===== config.mk =====
export PLATFORM = sky130hd
export DESIGN_NAME = uart_apb_tx
export DESIGN_NICKNAME = d
export VERILOG_FILES = /design/src/rtl/uart_const_pkg.sv /design/src/rtl/uart_tx_fifo.sv /design/src/rtl/uart_apb_tx.sv
export SDC_FILE = /design/constraint.sdc
export NUM_CORES = 1
export LEC_CHECK = 0
export BUFFER_PORTS_ARGS = -buffer_cell sky130_fd_sc_hd__buf_2
export CORE_MARGIN = 5
export CORE_UTILIZATION = 30
export CTS_CLUSTER_DIAMETER = 30
export CTS_CLUSTER_SIZE = 24
export DETAILED_ROUTE_END_ITERATION = 8
export PLACE_DENSITY_LB_ADDON = 0.15
export SETUP_SLACK_MARGIN = 0.05
export SYNTH_ARGS = -nofsm -noshare
export SYNTH_HDL_FRONTEND = slang
export SYNTH_SLANG_ARGS = --single-unit

===== constraint.sdc =====
create_clock -name CLK -period 3.8 [get_ports CLK]
set_input_delay 0 -clock CLK [delete_from_list [all_inputs] [get_ports CLK]]
set_output_delay 0 -clock CLK [all_outputs]
set_load 0.02 [all_outputs]

===== src/rtl/uart_const_pkg.sv =====
// uart_const_pkg: register offsets, STAT/CTRL bit indices and TX FSM encoding shared by the UART TX block.
package uart_const_pkg;
  localparam logic [11:0] UART_DATA_OFFSET = 12'h000;
  localparam logic [11:0] UART_STAT_OFFSET = 12'h004;
  localparam logic [11:0] UART_CTRL_OFFSET = 12'h008;
  localparam logic [11:0] UART_BAUD_OFFSET = 12'h00C;
  localparam logic [1:0] UART_DATA_WORD = UART_DATA_OFFSET[3:2];
  localparam logic [1:0] UART_STAT_WORD = UART_STAT_OFFSET[3:2];
  localparam logic [1:0] UART_CTRL_WORD = UART_CTRL_OFFSET[3:2];
  localparam logic [1:0] UART_BAUD_WORD = UART_BAUD_OFFSET[3:2];
  localparam int STAT_FULL     = 0;
  localparam int STAT_ACTIVE   = 1;
  localparam int STAT_INT_PEND = 2;
  localparam int STAT_OVERRUN  = 3;
  localparam int CTRL_TX_EN    = 0;
  localparam int CTRL_INT_EN   = 1;
  typedef enum logic [1:0] {
    ST_IDLE  = 2'd0,
    ST_START = 2'd1,
    ST_DATA  = 2'd2,
    ST_STOP  = 2'd3
  } tx_state_e;
endpackage


===== src/rtl/uart_tx_fifo.sv =====
// uart_tx_fifo: synchronous FIFO (power-of-two depth) with push/pop, full/empty flags and occupancy count.
module uart_tx_fifo #(
  parameter int unsigned DEPTH = 4,
  parameter int unsigned WIDTH = 8
) (
  input  logic                     clk_i,
  input  logic                     rst_ni,
  input  logic                     push_i,
  input  logic [WIDTH-1:0]         data_i,
  input  logic                     pop_i,
  output logic [WIDTH-1:0]         data_o,
  output logic                     full_o,
  output logic                     empty_o,
  output logic [$clog2(DEPTH):0]   count_o
);
  localparam int unsigned AW = $clog2(DEPTH);
  logic [WIDTH-1:0] mem_q [DEPTH];
  logic [AW-1:0] wr_q, rd_q;
  logic [AW:0] cnt_q;
  logic do_push, do_pop;
  assign full_o  = cnt_q == (AW+1)'(DEPTH);
  assign empty_o = cnt_q == '0;
  assign count_o = cnt_q;
  assign data_o  = mem_q[rd_q];
  assign do_push = push_i & ~full_o;
  assign do_pop  = pop_i & ~empty_o;
  always_ff @(posedge clk_i) begin
    if (do_push) mem_q[wr_q] <= data_i;
  end
  always_ff @(posedge clk_i) begin
    if (!rst_ni) begin
      wr_q  <= '0;
      rd_q  <= '0;
      cnt_q <= '0;
    end else begin
      if (do_push) wr_q <= wr_q + AW'(1);
      if (do_pop) rd_q <= rd_q + AW'(1);
      cnt_q <= cnt_q + (AW+1)'(do_push) - (AW+1)'(do_pop);
    end
  end
endmodule


===== src/rtl/uart_apb_tx.sv =====
// uart_apb_tx: APB-slave 8N1 UART transmitter with programmable bit period and frame-done interrupt.
// Define UART_TX_FIFO_EN for a FIFO_DEPTH-entry TX FIFO; otherwise a single holding register is used.
module uart_apb_tx #(
  parameter logic [15:0] DEFAULT_DIV = 16'd433,
  parameter int unsigned FIFO_DEPTH  = 4
) (
  input  logic        CLK,
  input  logic        RESETn,
  input  logic        PSEL,
  input  logic        PENABLE,
  input  logic        PWRITE,
  input  logic [11:0] PADDR,
  input  logic [31:0] PWDATA,
  output logic [31:0] PRDATA,
  output logic        PREADY,
  output logic        TXD,
  output logic        TX_INT
);
  import uart_const_pkg::*;
  tx_state_e state_q, state_d;
  logic [15:0] cnt_q, cnt_d, baud_q;
  logic [2:0] bit_q, bit_d;
  logic [7:0] sh_q, sh_d, q_data;
  logic [1:0] ctrl_q;
  logic [31:0] prdata_q, rdata;
  logic int_q, ovr_q, int_set, load, can_load, bit_end;
  logic q_full, q_empty, wr_acc, data_wr, stat_wr, push, drop;
  logic unused_bits;
  assign wr_acc  = PSEL & PENABLE & PWRITE;
  assign data_wr = wr_acc & (PADDR[3:2] == UART_DATA_WORD);
  assign stat_wr = wr_acc & (PADDR[3:2] == UART_STAT_WORD);
  assign push    = data_wr & ~q_full;
  assign drop    = data_wr & q_full;
  assign unused_bits = ^{PADDR[11:4], PADDR[1:0], PWDATA[31:16]};
`ifdef UART_TX_FIFO_EN
  logic [$clog2(FIFO_DEPTH):0] q_count;
  logic unused_count;
  assign unused_count = ^q_count;
  uart_tx_fifo #(.DEPTH(FIFO_DEPTH), .WIDTH(8)) u_fifo (
    .clk_i(CLK), .rst_ni(RESETn), .push_i(push), .data_i(PWDATA[7:0]), .pop_i(load),
    .data_o(q_data), .full_o(q_full), .empty_o(q_empty), .count_o(q_count)
  );
`else
  logic [7:0] hold_q;
  logic full_q;
  logic unused_depth;
  assign unused_depth = ^FIFO_DEPTH;
  always_ff @(posedge CLK) begin
    if (!RESETn) begin
      hold_q <= '0;
      full_q <= 1'b0;
    end else begin
      if (push) hold_q <= PWDATA[7:0];
      full_q <= push | (full_q & ~load);
    end
  end
  assign q_data  = hold_q;
  assign q_full  = full_q;
  assign q_empty = ~full_q;
`endif
  assign can_load = ~q_empty & ctrl_q[CTRL_TX_EN];
  assign bit_end  = cnt_q == '0;
  always_comb begin
    state_d = state_q;
    cnt_d   = bit_end ? cnt_q : cnt_q - 16'd1;
    bit_d   = bit_q;
    sh_d    = sh_q;
    load    = 1'b0;
    int_set = 1'b0;
    case (state_q)
      ST_IDLE:  load = can_load;
      ST_START: if (bit_end) begin
        state_d = ST_DATA;
        cnt_d   = baud_q;
        bit_d   = '0;
      end
      ST_DATA:  if (bit_end) begin
        state_d = (bit_q == 3'd7) ? ST_STOP : ST_DATA;
        cnt_d   = baud_q;
        bit_d   = bit_q + 3'd1;
        sh_d    = sh_q >> 1;
      end
      default:  if (bit_end) begin
        int_set = 1'b1;
        load    = can_load;
        state_d = ST_IDLE;
      end
    endcase
    if (load) begin
      state_d = ST_START;
      cnt_d   = baud_q;
      sh_d    = q_data;
    end
  end
  always_ff @(posedge CLK) begin
    if (!RESETn) begin
      state_q <= ST_IDLE;
      cnt_q   <= '0;
      bit_q   <= '0;
      sh_q    <= '0;
    end else begin
      state_q <= state_d;
      cnt_q   <= cnt_d;
      bit_q   <= bit_d;
      sh_q    <= sh_d;
    end
  end
  always_comb begin
    rdata = '0;
    case (PADDR[3:2])
      UART_STAT_WORD: begin
        rdata[STAT_FULL]     = q_full;
        rdata[STAT_ACTIVE]   = state_q != ST_IDLE;
        rdata[STAT_INT_PEND] = int_q;
        rdata[STAT_OVERRUN]  = ovr_q;
      end
      UART_CTRL_WORD: rdata[1:0] = ctrl_q;
      UART_BAUD_WORD: rdata[15:0] = baud_q;
      default: rdata = '0;
    endcase
  end
  // Frame-done and drop events outrank a same-cycle write-1-to-clear.
  always_ff @(posedge CLK) begin
    if (!RESETn) begin
      ctrl_q   <= '0;
      baud_q   <= DEFAULT_DIV;
      int_q    <= 1'b0;
      ovr_q    <= 1'b0;
      prdata_q <= '0;
    end else begin
      if (wr_acc && PADDR[3:2] == UART_CTRL_WORD) ctrl_q <= PWDATA[1:0];
      if (wr_acc && PADDR[3:2] == UART_BAUD_WORD) baud_q <= PWDATA[15:0];
      int_q <= int_set | (int_q & ~(stat_wr & PWDATA[STAT_INT_PEND]));
      ovr_q <= drop | (ovr_q & ~(stat_wr & PWDATA[STAT_OVERRUN]));
      if (PSEL && !PENABLE) prdata_q <= PWRITE ? '0 : rdata;
    end
  end
  assign PRDATA = prdata_q;
  assign PREADY = 1'b1;
  assign TXD    = (state_q == ST_START) ? 1'b0 : (state_q == ST_DATA) ? sh_q[0] : 1'b1;
  assign TX_INT = int_q & ctrl_q[CTRL_INT_EN];
endmodule

* Word level (Yosys, flattened, before mapping)
Index checks and enable logic that the tools add are counted.
Word-level totals: bits in registers 90, input port bits 49, output and inout bits 35, logic and storage cells 89
Operators by class: add/subtract/negate cells 2, equal/unequal tests 9, muxes and demuxes 26, bitwise operators 22, reductions and logical operators 18
Operator list (count):
- $mux 16 | 5
- $mux 8 | 3
- $logic_not 16->1 | 1
- $sub 16x1->16 const B | 1
- $and 1x1->1 | 13
- $mux 12 | 1
- $pmux 2 s3 | 2
- $reduce_bool 2->1 | 4
- $mux 1 | 7
- $eq 2x2->1 const B | 3
- $mux 2 | 3
- $mux 3 | 2
- $ne 2x2->1 const B | 3
- $not 1->1 | 6
- $pmux 3 s2 | 1
- $reduce_and 2->1 | 3
- $eq 2x1->1 const B | 2
- $logic_not 2->1 | 2
- $pmux 2 s2 | 1
- $reduce_or 2->1 | 2
- $add 3x1->3 const B | 1
- $eq 3x3->1 const B | 1
- $logic_and 1x1->1 | 3
- $or 1x1->1 | 3
- 4 further kinds | 4

* Depth between registers and ports, before layout
Gate-level depths: netlist of run 1.
depth in word-level cells 7, depth in mapped cells 7, mapped depth without buffers 6

* Least setup slack after synthesis of run 1
No wires, ideal clock.
kind flip-flop to flip-flop, start point register state_q[0], end point register cnt_q[12], setup time 70 ps, arrival 1777 ps, data required time 3730 ps, path slack 1953 ps, cell stages (with the launch flop) 8, cells stage by stage dfxtp_1 > inv_1 > ha_1 > o211ai_1 > nor2b_1 > clkbuf_1 > o31ai_1 > a21oi_1
On the way: longest elaborated chain between the ends 4, elaborated cells on any way between the ends 7
Ends and longest elaborated chain:
- start: declaration | RTL line uart_apb_tx.sv:20 | tx_state_e state_q, state_d;
- start signal: assignment | RTL line uart_apb_tx.sv:102 | state_q <= state_d;
- $eq 2x1->1 / $eq 2x2->1 (equally long branches) | RTL line uart_apb_tx.sv:70 | case (state_q)
- $reduce_or 2->1 (no source line)
- $pmux 1 s2 / $mux 16 (equally long branches)
- $mux 16 (*) | RTL line uart_apb_tx.sv:89 | if (load) begin
- end signal: assignment | RTL line uart_apb_tx.sv:103 | cnt_q <= cnt_d;
- end: declaration | RTL line uart_apb_tx.sv:21 | logic [15:0] cnt_q, cnt_d, baud_q;
Every way passes the cells marked *; elsewhere a longest branch is shown, timed or not. A chain may end at the register's enable or synchronous reset.

* Worst setup path after layout of run 1
start point register cnt_q[0], end point register sh_q[0]
On the way: longest elaborated chain between the ends 5, elaborated cells on any way between the ends 7
Ends and longest elaborated chain:
- $logic_not 16->1 (*) | RTL line uart_apb_tx.sv:62 | assign bit_end = cnt_q == '0;
- $mux 1 | RTL line uart_apb_tx.sv:83 | default: if (bit_end) begin
- $pmux 1 s2 | RTL line uart_apb_tx.sv:70
- $reduce_bool 2->1 (no source line)
- $reduce_and 2->1 (no source line)
- end signal: assignment | RTL line uart_apb_tx.sv:100 | sh_q <= '0;
- end signal: assignment | RTL line uart_apb_tx.sv:105 | sh_q <= sh_d;
- end: declaration | RTL line uart_apb_tx.sv:23 | logic [7:0] sh_q, sh_d, q_data;
Marked as above.

==> out/metrics.cfg, run 1 <==
[placed_design]
io_buffer_count=40
gp_congestion=0.753
dpl.hpwl_mm=6.41
dpl_worst_slack_ns=1.19

[routing]
wl_met1_mm=4.61
firstDrtPassIters=4
dr.max_layer_used=met4
detail-route-antenna-nets=0
drc=0
dr.first_iter.drc_count=152
vias=3038
wl_met3_um=351
totalWireLength_mm=9.14
wl_met2_mm=4.04
routedWlPerCell_um=14.9
drt-vias-per-instance=4.96

[clocking]
clockBufferDepth=2
cts_tree=yes
cts_resized=0
clock_sinks=74
clkLatencyLatePin_ns=0.33
cts_root_buffer=clkbuf_16
clkSlewWorstSetupHoldPaths_ns=0.06
cts_max_level=3
numCtsBuffers=9

[synthesis]
yosys_warnings=0
synth_edf_count=0
async_flop_share=0
synthDistinctLibCells=53
ys.flop_type=dfxtp_1
ys_seq_area_frac=0.416
avgSynthCellArea_um2=8.43
ys_ff_latch=74
synth_area_um2=3560
syn_inst=422

[floorplan]
boundaryPins=84
rows=39
core-area_um2=11500
fp.dieH_um=119
fp.dieArea_um2=14100
die_w_um=119
initial_utilization=0.309

[global_route]
grt_pass1_wl_mm=15.4
antenna_found_initial=0
gr-total-overflow=0
grt_max_degree=34
grtUsageTotal=0.134
grt_pass1_vias=2933

[run]
cap_violations=0

[critical_path]
end_kind=flip-flop
crit_path_max_fanout=13
worstPathArrival_ns=2.82
start_kind=flip-flop
worst_ep_required_time_ns=3.96
worst-setup-path-type=flip-flop to flip-flop

[power_and_ir_drop]
p_per_area_nw_per_um2=653
ir_worst_vdd_mv=0.320
p_leak_nw=1.60
finalPower_mw=2.79

[outcome]
status=finished, final reports clean

[timing]
period_share=0.698
setup_viol=0
finalHoldViolations=0
layout_setup_ws_ns=1.15
slew_violations=0
period_minus_slack_ns=2.65
worst_pin_slew_ns=0.973
fmax_mhz=377
fin_tns_setup_ns=0
rsz0062_at_grt=no
skew_ns=0.00769
max-slew-margin-rel=0.349

[cells_and_area]
fin_nets=523
drive_gt1_frac=0.164
diodes=0
area_growth_syn_to_layout_pct=20.1

[hold_path]
hp-class=input pin to flip-flop

state kept, by name, summed over array words and instances (netlist names):
signal	cells
full_q	1
int_q	1
ctrl_q	2
hold_q	8
sh_q	8
bit_q	3
ovr_q	1
PRDATA	16
state_q	2
baud_q	16
cnt_q	16
critical path: stages (launching register included):
cell	delay (ns)
dfxtp_1	0.37
inv_1	0.10
ha_1	0.23
and3_1	0.15
buf_4	0.19
a21boi_1	0.60
or2_0	0.65
a311oi_2	0.21
power by group:
group / leakage [nW] / switching [mW] / internal [mW] / total, mW
Sequential: 0.599 / 0.101 / 0.861 / 0.961
Combinational: 0.841 / 0.552 / 0.356 / 0.908
Clock: 0.157 / 0.340 / 0.580 / 0.920
per-stage QoR:
| step | hold WS, ns | instance area, um2 | instances | util |
|---|---|---|---|---|
| 2_1_floorplan | 0.124 | 3610 | 437 | - |
| 3_3_place_gp | 0.227 | 3780 | 580 | 0.328 |
| 3_5_place_dp | 0.229 | 3780 | 580 | 0.328 |
| 4_1_cts | 0.0138 | 4270 | 613 | 0.371 |
| 5_1_grt | 0.0359 | 4270 | 613 | 0.371 |
| 6_report | 0.0261 | 4270 | 613 | 0.371 |
layout by cell type (no fill, tap or decap), types with 5 or more instances in the layout:
master and n:
dfxtp_1 74, nand2_1 66, a21oi_1 43, buf_2 40, nor2_1 29, nand3_1 22, conb_1 17, dlygate4sd3_1 17
a22oi_1 16, nor3_1 14, o31ai_1 10, ha_1 9, clkbuf_16 9, a311oi_2 7, inv_1 6, xor2_1 6
buf_4 5
cells in the mapped netlist, drive strengths merged (5+ instances only):
master | count | area (um2)
dfxtp | 74 | 1480
nand2 | 66 | 248
a21oi | 43 | 215
nor2 | 31 | 126
buf | 26 | 181
nand3 | 22 | 110
clkbuf | 19 | 71.3
a22oi | 16 | 120
nor3 | 15 | 80.1
o31ai | 10 | 75.1
a311oi | 9 | 123
ha | 9 | 113
inv | 7 | 26.3
and3 | 6 | 43.8
xor2 | 6 | 52.6
o21ai | 5 | 25.0
cells by family after synthesis:
kind of cell	share of synthesized area
DFF	0.416
AOI/OAI and AO/OA	0.195
other	0.00211
muxes	0.0148
buffers and inverters	0.0784
and+or+nand+nor	0.237
xor gates and xnor gates	0.0246
adders and majority gates	0.0317
metal layers:
| layer | vias up | track usage |
|---|---|---|
| li1 | 1553 | - |
| met1 | 1414 | 0.188 |
| met2 | 61 | 0.204 |
| met3 | 10 | 0.0246 |
| met4 | 0 | 0.0500 |
| met5 | - | 0 |
cell type report:
type | instances | area [um2]
fillers | 1203 | 7240
multi-input cells | 311 | 1850
flip-flops and latches | 74 | 1480
repair buffers | 62 | 408
clock buffers | 9 | 225
well taps | 143 | 179
clock inverters | 7 | 98.8
inverters | 7 | 26.3
worst paths after layout:
path,to,depth (start not counted),start,slack (ns)
hold / removal,baud_q[7],2,RESETn,0.03
hold reg to reg,PRDATA[1],2,PRDATA[1],0.46
setup reg to reg,sh_q[0],7,cnt_q[0],1.15
setup / recovery,sh_q[0],7,cnt_q[0],1.15
what timing repair did:
action,4_1_cts,5_1_grt
endpoints found under the hold margin,27,0
endpoints found under the setup margin,0,0
setup buffers,0,0
hold buffers,17,0
Note: power is estimated with default switching activity, not from simulation.
==> run 2, diff against run 1 <==
Settings changed: ABC_AREA from default to 1.
Clock period 3.8 ns to 2.3 ns, I/O delays scaled along.
==> run 2 against run 1 <==
  * Setup slack got worse by 0.82 ns
  * Critical path depth rose by 3
  * Register-to-register slack worse by 0.82 ns
  * Sequential share of layout area down 2.0 points
  * First-iteration DRC count fell by 1.3%
  * Count of clock-buffer cells in the layout grew 1
  * Flip-flop and latch count unchanged
  * Synthesized cell count is 30% higher
  * Critical endpoint is now cnt_q[1]
  * Largest cell class unchanged
==> out/metrics.cfg, run 2 <==
[clocking]
cts_tree=yes
numCtsBuffers=9
cts_root_buffer=clkbuf_16
clkLatencyLatePin_ns=0.33
cts_resized=0
cts_max_level=3
clockBufferDepth=2
clock_sinks=74
clkSlewWorstSetupHoldPaths_ns=0.06

[power_and_ir_drop]
power.internal_mw=2.97
p_leak_nw=2.01
finalPower_mw=5.02
pwr-share-clk=0.271
power_switching_mw=2.05
ir_worst_vdd_mv=0.432
combPwrFrac=0.415
swShare=0.408
p_per_area_nw_per_um2=1110
seqPwrFrac=0.314

[global_route]
grt_pass1_wl_mm=15.9
antenna_found_initial=0
grtUsageTotal=0.134
gr-total-overflow=0
grt_pass1_vias=3230
grt_max_degree=45

[cells_and_area]
drive_gt1_frac=0.129
diodes=0
fin_nets=658
area_growth_syn_to_layout_pct=19.2
nFillCells=1380
final_common_cell=nand2_1
final_cell_mix=nand2_1 (127), dfxtp_1 (74), nor2_1 (70), a21oi_1 (59), inv_1 (53)

[floorplan]
boundaryPins=84
fp.dieArea_um2=15000
initial_utilization=0.304
rows=41
core-area_um2=12500
fp.dieH_um=123
die_w_um=123

[synthesis]
ys_seq_area_frac=0.389
synthDistinctLibCells=29
ys.flop_type=dfxtp_1
yosysMostFrequentCell=nand2_1
synth.top_cell.area_share=0.389
yosys_warnings=0
yosys-top-cells-area=dfxtp_1 (39%), nand2_1 (13%), a21oi_1 (7.8%)
syn_inst=550
synth_common_cells=nand2_1 (127), dfxtp_1 (74), nor2_1 (70), a21oi_1 (59), inv_1 (53)
synth_edf_count=0
synth_top_area_cell=dfxtp_1
avgSynthCellArea_um2=6.92
async_flop_share=0
synth_area_um2=3810
ys_ff_latch=74

[timing]
period_share=0.859
finalHoldViolations=0
fmax_mhz=506
worst_pin_slew_ns=0.539
rsz0062_at_grt=no
max-slew-margin-rel=0.641
fin_tns_setup_ns=0
period_minus_slack_ns=1.98
skew_ns=0.00420
slew_violations=0
setup_viol=0

[hold_path]
hp-class=input pin to flip-flop

[placed_design]
gp_congestion=0.860
dpl.hpwl_mm=7.06
io_buffer_count=40

[routing]
firstDrtPassIters=5
routedWlPerCell_um=12.4
drc=0
detail-route-antenna-nets=0
totalWireLength_mm=9.65
vias=3510
dr.first_iter.drc_count=150
drt-vias-per-instance=4.52

[critical_path]
crit_end=cnt_q[1]
crit_path_max_fanout=31
crit_buf_inv=1
r2r_slack_ns=0.32
crit_family=simple AND/OR/NAND/NOR gates
critPathMostFrequentCell=nand2_8
ff2ff_path_depth=10
start_kind=flip-flop
worst_ep_required_time_ns=2.52
reg2reg_to=cnt_q[1]
worstPathArrival_ns=2.20
slowest_delay_ns=0.40
critPathSlowestCell=dfxtp_1
timing.rr.start=cnt_q[0]
cp.depth=10
path_cells=inv_1, ha_1, nand2_1, nor2_8, nand2_4, nand2_8, nand2_8, nand2_8, o21ai_0, nor2_1
end_kind=flip-flop
worst-setup-path-type=flip-flop to flip-flop
worstSetupStartpoint=cnt_q[0]

[outcome]
status=finished, final reports clean

[run]
cap_violations=0

run 2: changes by cell type in the layout (fill, tap and decap cells not counted), moves of 5 or more:
cell      previous run  this run
nand2_1             66       127
inv_1                6        53
nor2_1              29        70
o21ai_0              4        34
nand3_1             22        44
a21oi_1             43        59
a22oi_1             16         0
nor3_1              14         2
o31ai_1             10         0
a311oi_2             7         0
xor2_1               6         0
nand4_1              4         9
run 2: what timing repair did:
| item | in CTS | in global routing |
|---|---|---|
| setup buffers | 0 | 0 |
| hold buffers | 17 | 0 |
| hold endpoints to repair | 21 | 0 |
run 2: per-stage QoR:
stage               cells  hold WS, ns  instance area [um2]  utilization  setup slack, ns
detailed placement    744        0.227                 4080        0.326            0.299
global placement      744        0.234                 4080        0.326            0.347
CTS                   777      0.00897                 4540        0.363            0.287
finish                777       0.0145                 4540        0.363            0.324
global route          777       0.0511                 4540        0.363            0.135
floorplan             565        0.126                 3860            -            0.649
run 2: worst min path at each step:
| stage | endpoint | cells after the start | slack, ns | startpoint |
|---|---|---|---|---|
| 6_report | PRDATA[1] | 4 | 0.01 | PENABLE |
| 5_1_grt | PRDATA[1] | 4 | 0.05 | PENABLE |
| 4_1_cts | PRDATA[1] | 4 | 0.009 | PENABLE |
| 3_5_place_dp | baud_q[8] | 3 | 0.23 | PWDATA[8] |
| 3_3_place_gp | baud_q[8] | 3 | 0.23 | PWDATA[8] |
| 2_1_floorplan | baud_q[4] | 2 | 0.13 | PWDATA[4] |
run 2: metal layers:
| metal | share of wire | global-route usage | routed length, um |
|---|---|---|---|
| met1 | 0.49 | 0.187 | 4760 |
| met2 | 0.45 | 0.205 | 4330 |
| met3 | 0.044 | 0.0276 | 421 |
| met4 | 0.013 | 0.0441 | 126 |
| met5 | 0 | 0 | 0 |
run 2: area by class of cell:
class | count | area, um2 | area share
Timing Repair Buffer | 62 | 408 | 0.0899
Clock buffer | 10 | 229 | 0.0505
Multi-Input combinational cell | 399 | 1940 | 0.428
Inverter | 54 | 203 | 0.0447
Sequential cell | 74 | 1480 | 0.326
Clock inverter | 6 | 57.6 | 0.0127
Tap cell | 172 | 215 | 0.0474
run 2: tightest hold or removal path: cells and delay by family:
family / cells / cell delay, ns
and+or+nand+nor: 2 / 0.15
AOI/OAI and AO/OA: 1 / 0.06
buffers and inverters: 1 / 0.09
run 2: logic make-up after synthesis:
logic type | share of synthesized area
adders and majority gates | 0.0296
DFF | 0.389
AOI/OAI and AO/OA | 0.139
other | 0.00197
buffers and inverters | 0.115
and+or+nand+nor | 0.325
run 2: power groups by stage:
stage	sequential, mW	clock [mW]	combinational [mW]
floorplan	1.57	0	1.63
global placement	1.60	0	2.05
detailed placement	1.60	0	2.07
CTS	1.57	1.39	2.10
global route	1.60	1.45	2.38
finish	1.58	1.36	2.08
==> run 3, diff against run 2 <==
Settings changed: HOLD_SLACK_MARGIN from default to 0.05.
==> run 3 against run 2 <==
  * Die area unchanged
  * Setup slack got worse by 0.020 ns
  * Non-clock buffer count increased by 3
  * Final cell count increased by 0.39%
  * Flip-flop and latch count unchanged
  * Routed wire length increased by 0.12%
  * Total power increased by 0.15%
  * Global-route usage about the same
  * Maximum frequency decreased by 0.99%
  * Sequential power about the same
  * Design area increased by 0.66%
  * Critical path type unchanged
  * Largest cell class unchanged
==> out/metrics.cfg, run 3 (synthesis results as in run 2) <==
[routing]
vias=3511
drt-vias-per-instance=4.50
firstDrtPassIters=4
detail-route-antenna-nets=0
drc=0
routedWlPerCell_um=12.4
totalWireLength_mm=9.66
dr.first_iter.drc_count=179

[cells_and_area]
drive_gt1_frac=0.128
diodes=0
finalNonFillerCells=780
fin_nets=661
final_cell_mix=nand2_1 (127), dfxtp_1 (74), nor2_1 (70), a21oi_1 (59), inv_1 (53)
final_common_cell=nand2_1
nFillCells=1375
area_growth_syn_to_layout_pct=19.9

[critical_path]
worst-setup-path-type=flip-flop to flip-flop
critPathSlowestCell=dfxtp_1
start_kind=flip-flop
end_kind=flip-flop
crit_path_max_fanout=31
worst_ep_required_time_ns=2.52
critPathMostFrequentCell=nand2_8
path_cells=inv_1, ha_1, nand2_1, nor2_8, nand2_4, nand2_8, nand2_8, nand2_8, o21ai_0, nor2_1
crit_family=simple AND/OR/NAND/NOR gates
slowest_delay_ns=0.40
crit_buf_inv=1
worstPathArrival_ns=2.22

[power_and_ir_drop]
ir_worst_vdd_mv=0.430
p_per_area_nw_per_um2=1100
p_leak_nw=2.02

[timing]
period_share=0.868
skew_ns=0.00320
period_minus_slack_ns=2.00
setup_viol=0
layout_setup_ws_ns=0.304
slew_violations=0
rsz0062_at_grt=no
finalHoldViolations=0
worst_pin_slew_ns=0.534
max-slew-margin-rel=0.643
fmax_mhz=501
fin_tns_setup_ns=0

[floorplan]
die_w_um=123
fp.dieArea_um2=15000
core-area_um2=12500
boundaryPins=84
rows=41
fp.dieH_um=123
initial_utilization=0.304

[global_route]
grt_use_met3=0.0276
gr-total-overflow=0
grtUsageMet2=0.206
use_met1=0.187
grtUsageTotal=0.134
antenna_found_initial=0
grt_pass1_vias=3239
grt_pass1_wl_mm=15.9
busiest_layer=met2
grt_max_degree=45

[run]
cap_violations=0

[clocking]
postCtsSetupRepairBufs=0
cts_resized=0
clock_sinks=74
numCtsBuffers=9
clkSlewWorstSetupHoldPaths_ns=0.06
cts_tree=yes
cts_max_level=3
clockBufferDepth=2
cts_root_buffer=clkbuf_16
clkLatencyLatePin_ns=0.33

[placed_design]
gp_congestion=0.860
io_buffer_count=40
placedCellCount=744
dpl.hpwl_mm=7.06
dpl_worst_slack_ns=0.299

[outcome]
status=finished, final reports clean

[hold_path]
hp-class=input pin to flip-flop

## run 3: worst paths after layout
check	start	endpoint	slack (ns)	depth (start not counted)
hold reg to reg	hold_q[7]	hold_q[7]	0.45	2
setup reg to reg	cnt_q[0]	cnt_q[1]	0.30	10
hold / removal	PSEL	PRDATA[0]	0.07	5
setup / recovery	cnt_q[0]	cnt_q[1]	0.30	10
## run 3: worst min-delay path: stages
cell	delay, ns
buf_2	0.11
inv_1	0.04
nor2_1	0.06
nand3_1	0.08
a21oi_1	0.06
## run 3: report_power, final
part | internal (mW) | switching, mW | total, mW
sequential | 1.43 | 0.148 | 1.58
combinational | 0.714 | 1.37 | 2.09
clock | 0.832 | 0.530 | 1.36
## run 3: layout make-up
cell class / count / area [um2] / area share
Clock buffer: 10 / 229 / 0.0501
Inverter: 54 / 203 / 0.0444
Sequential cell: 74 / 1480 / 0.324
Clock inverter: 6 / 57.6 / 0.0126
Tap cell: 172 / 215 / 0.0471
Timing Repair Buffer: 65 / 438 / 0.0959
Multi-Input combinational cell: 399 / 1940 / 0.426
## run 3: metrics by stage
stage | area (um2) | power [mW] | hold WS (ns) | util
after floorplan | 3860 | 3.19 | 0.126 | -
final | 4570 | 5.03 | 0.0650 | 0.365
after detailed placement | 4080 | 3.67 | 0.227 | 0.326
after global routing | 4570 | 5.43 | 0.0865 | 0.365
after CTS | 4570 | 5.07 | 0.0645 | 0.365
after global placement | 4080 | 3.65 | 0.234 | 0.326
## run 3: repair_timing
item,4_1_cts,5_1_grt
endpoints found under the hold margin,30,0
endpoints found under the setup margin,0,0
hold buffers,20,0
## run 3: per-layer routing
layer  up-vias  share of wire
met2        69           0.46
li1       1848              -
met1      1588           0.50
met5         -              0
met3         6          0.036
met4         0         0.0083
